===== src/rtl/regfile_mp.sv =====
// Multi-read-port register file with byte-enabled write, write-first bypass and a sequential clear.
// Reads are combinational with zero latency; writes land on the next edge; writes are dropped while busy.
module regfile_mp #(
   parameter int DATA_W   = 32,
   parameter int ADDR_W   = 5,
   parameter int NRD      = 2,
   parameter int ZERO_REG = 1
) (
   input  logic                  clk,
   input  logic                  rst_n,
   input  logic                  we,
   input  logic [ADDR_W-1:0]     waddr,
   input  logic [DATA_W-1:0]     wdata,
   input  logic [DATA_W/8-1:0]   wbe,
   input  logic                  is_overflow,
   input  logic [NRD*ADDR_W-1:0] raddr,
   output logic [NRD*DATA_W-1:0] rdata,
   input  logic                  clr_req,
   output logic                  busy
);

   localparam int DEPTH = 2**ADDR_W;
   localparam int NB    = DATA_W/8;

   typedef enum logic {IDLE, CLEAR} state_t;

   state_t              state_q, state_d;
   logic [ADDR_W-1:0]   cnt_q, cnt_d;
   logic [DATA_W-1:0]   mem_q [DEPTH];
   logic [DATA_W-1:0]   mem_d [DEPTH];
   logic                wr_eff;
   logic [DATA_W-1:0]   wmerge;

   // A clear request in the same cycle takes priority over the write.
   always_comb begin
      wr_eff = we && !is_overflow && (state_q == IDLE) && !clr_req && rst_n &&
               ((ZERO_REG == 0) || (waddr != '0));
      wmerge = mem_q[waddr];
      for (int i = 0; i < NB; i++) begin
         if (wbe[i]) wmerge[8*i +: 8] = wdata[8*i +: 8];
      end
   end

   for (genvar k = 0; k < NRD; k++) begin : g_rd
      logic [ADDR_W-1:0] ra;
      logic [DATA_W-1:0] rd;
      assign ra = raddr[k*ADDR_W +: ADDR_W];
      always_comb begin
         rd = mem_q[ra];
         if (!rst_n || (state_q == CLEAR)) rd = '0;
         else if ((ZERO_REG != 0) && (ra == '0)) rd = '0;
         else if (wr_eff && (ra == waddr)) rd = wmerge;
      end
      assign rdata[k*DATA_W +: DATA_W] = rd;
   end

   always_comb begin
      state_d = state_q;
      cnt_d   = cnt_q;
      mem_d   = mem_q;
      if (state_q == IDLE) begin
         if (clr_req) begin
            state_d = CLEAR;
            cnt_d   = '0;
         end else if (wr_eff) begin
            mem_d[waddr] = wmerge;
         end
      end else begin
         mem_d[cnt_q] = '0;
         cnt_d        = cnt_q + ADDR_W'(1);
         if (cnt_q == {ADDR_W{1'b1}}) state_d = IDLE;
      end
   end

   always_ff @(posedge clk or negedge rst_n) begin
      if (!rst_n) begin
         state_q <= IDLE;
         cnt_q   <= '0;
         for (int i = 0; i < DEPTH; i++) mem_q[i] <= '0;
      end else begin
         state_q <= state_d;
         cnt_q   <= cnt_d;
         for (int i = 0; i < DEPTH; i++) mem_q[i] <= mem_d[i];
      end
   end

   assign busy = (state_q == CLEAR);

endmodule


===== config.mk =====
export PLATFORM = sky130hd
export DESIGN_NAME = regfile_mp
export DESIGN_NICKNAME = d
export VERILOG_FILES = /design/src/rtl/regfile_mp.sv
export SDC_FILE = /design/constraint.sdc
export NUM_CORES = 2
export LEC_CHECK = 0
export CORE_UTILIZATION = 45
export DETAILED_ROUTE_END_ITERATION = 8
export GPL_TIMING_DRIVEN = 1
export SLEW_MARGIN = 40
export SYNTH_ARGS = -nofsm -noshare
export SYNTH_HDL_FRONTEND = slang
export SYNTH_SLANG_ARGS = --single-unit

===== constraint.sdc =====
create_clock -name clk -period 9.53 [get_ports clk]
set_clock_uncertainty 0.1 [all_clocks]
set_input_delay 2.3825 -clock clk [delete_from_list [all_inputs] [get_ports clk]]
set_output_delay 2.3825 -clock clk [all_outputs]
set_load 0.02 [all_outputs]

==> results.toml <==
[synth]
syn_inst = 5055
synthMuxAreaShare_pct = 27.6
synthArstFlopShare_pct = 100
seq_area_frac_synth_pct = 40.9
ys.flop_type = "dfrtp_1"
synth_area_um2 = 62900
synth_cell_type_count = 83
postSynthAreaPerCell_um2 = 12.5
synth_fa_ha_area_share_pct = 0.0994
synthSimpleGateAreaFrac_pct = 4.82
synthesis.nets = 5116
synth-xor-area-share_pct = 0.167
synth_compound_area_share_pct = 21.3
yosysWarnings = 0
synth_edf_count = 0
synth_top_family_by_area = "multiplexers"
ys_ff_latch = 1030

[drt]
via_count = 56200
first_iter_violations = 9390
wl_mm = 316
dr.pass1.iters = 8
avgRoutedWirePerCell_um = 45.4
drc = 0
ant_nets = 0
avgViaCountPerCell = 8.07

[global_route]
grt_max_degree = 146
antenna_found_initial = 23
first_global_vias = 53200
track_usage_pct = 44.1
grt_pass1_wl_mm = 434
globalRouteOverflowTotal = 0

[hold_path]
worstHoldPathCells = 1
hp-class = "reg2reg"

[worst_setup_path]
cp_slowest_cell = "a41oi_2"
critPathMaxStageDelay_ns = 0.63
cp_common_cell = "buf_4"
reg2reg_depth = 8
critPathRequiredTime_ns = 7.05
critPathKind = "in2out"
startpoint_type = "input pin"
arrival_ns = 6.23
crit_cells = 9
crit_family = "buffers and inverters"
critPathBufInv = 4
critPathCaptureType = "output port"
path_max_fanout = 23
crit_path_cell_trace = "buf_2 -> buf_4 -> nand2b_1 -> nor2_4 -> buf_4 -> a22oi_1 -> a41oi_2 -> a22o_1 -> clkdlybuf4s50_1"

[cts]
cts_tree = "built"
cts_setup_buffers = 0
cts_sinks = 1030
htree_levels = 3
numCtsBuffers = 117
clock_latency_ns = 0.76
ctsResizeCount = 0
clk_pin_slew_ns = 0.06
cts_buffer_depth = 3
cts_root_buf = "clkbuf_16"
holdBufCountCts = 0

[sta]
worstMarginPinSlew_ns = 1.02
fin_setup_tns_ns = 0
fmax_mhz = 115
min_period_ns = 8.71
slew_headroom_pct = 32.0
finalHoldViolations = 0
slew_viol_final = 0
finalWorstSetupSlack_ns = 0.818
post-route-period-util_pct = 91.4
rsz0062_at_grt = "false"
finalSetupViolCount = 0

[floorplanning]
ios = 121
fp-row-count = 136
die-area_um2 = 141000
dieWidth_um = 376
die_h_um = 376
initial_core_util_pct = 45.6
core_area_um2 = 138000

[placed_design]
gp_congestion = 0.997
dp_cells = 6710
place_ws_ns = 0.988
dp_hpwl_mm = 183
port_buffers = 120

[pwr]
power.density_nw_per_um2 = 162
p_leak_nw = 30.5
ir_worst_vdd_mv = 0.167

[cells_and_area]
fin_cells = 6960
nFillCells = 12000
mostFrequentLayoutCells = "dfrtp_1, a22o_1, mux2i_1"
syn_to_final_growth_pct = 13.0
layout.nets = 5031
mostFrequentLayoutCell = "dfrtp_1"
final_layout_size_suffix_gt1_share_pct = 23.0

[run_status]
status = "completed"

[job]
drv_cap = 0
==> Yosys cell counts, types with 48 or more instances <==
library cell / count / area, µm²
buf_4: 68 / 510
mux4_2: 454 / 10200
buf_6: 48 / 541
nor3_1: 66 / 330
dfrtp_1: 1030 / 25800
nor2_1: 151 / 567
nand3_1: 70 / 350
clkbuf_1: 311 / 1170
buf_2: 163 / 816
nand2_1: 86 / 323
a22oi_1: 170 / 1280
a21oi_1: 54 / 270
a22o_1: 1008 / 8830
mux2_2: 59 / 664
o22ai_1: 162 / 1010
o21ai_0: 69 / 345
mux2i_1: 648 / 6490
==> through the flow <==
stage | hold WS (ns) | power (W) | area, µm² | utilization [%]
2_1_floorplan | 0.373 | 0.00547 | 62900 | -
3_3_place_gp | 0.405 | 0.00654 | 66400 | 48.1
4_1_cts | 0.435 | 0.0114 | 71000 | 51.4
3_5_place_dp | 0.412 | 0.00658 | 66900 | 48.4
6_report | 0.439 | 0.0115 | 71200 | 51.5
5_1_grt | 0.450 | 0.0117 | 71100 | 51.4
==> cell families after synthesis <==
kind of cell | count (synthesis)
multiplexers | 1161
AND/OR/NAND/NOR | 589
XOR/XNOR | 12
adder cells (fa/ha/maj) | 5
flip-flops | 1030
buffers and inverters | 628
AO/OA/AOI/OAI | 1630
==> flip-flops by register name (all words and copies together), names as in the netlist <==
signal  flops
mem_q    1024
cnt_q       5
busy        1
==> layout make-up <==
type | count | area, µm² | share of cell area, %
multi-input cells | 3397 | 34700 | 48.8
inverters | 15 | 56.3 | 0.0791
clock buffers | 171 | 3470 | 4.88
well taps | 1863 | 2330 | 3.28
diodes | 27 | 67.6 | 0.0950
repair buffers | 409 | 4120 | 5.79
clock inverters | 48 | 579 | 0.814
flip-flops and latches | 1030 | 25800 | 36.2
==> path summary, 6_finish.rpt <==
check	from	endpoint	slack, ns
max	waddr[3]	rdata[15]	0.82
min	mem_q[993]$_DFFE_PN0P_	mem_q[993]$_DFFE_PN0P_	0.44
max reg2reg	busy$_DFF_PN0_	mem_q[65]$_DFFE_PN0P_	5.50
min reg2reg	mem_q[993]$_DFFE_PN0P_	mem_q[993]$_DFFE_PN0P_	0.44
max in group asynchronous	rst_n	mem_q[465]$_DFFE_PN0P_	5.28
min in group asynchronous	rst_n	mem_q[183]$_DFFE_PN0P_	1.39
==> power breakdown <==
group	switching, W	internal [W]	leakage [nW]
Clock	0.00204	0.00284	2.00
Combinational	0.00165	0.000515	14.1
Sequential	0.0000785	0.00442	14.4
==> routing by layer <==
layer	GRT usage (%)	part of all wire (%)	wire length [µm]	up-vias
met5	0.412	0.055	175	-
met4	31.4	9.0	28600	18
met3	21.3	17	54700	1573
met2	58.5	39	124000	5792
met1	55.5	34	108000	28500
li1	-	-	-	20300
Power figures use the tool's default switching activity.
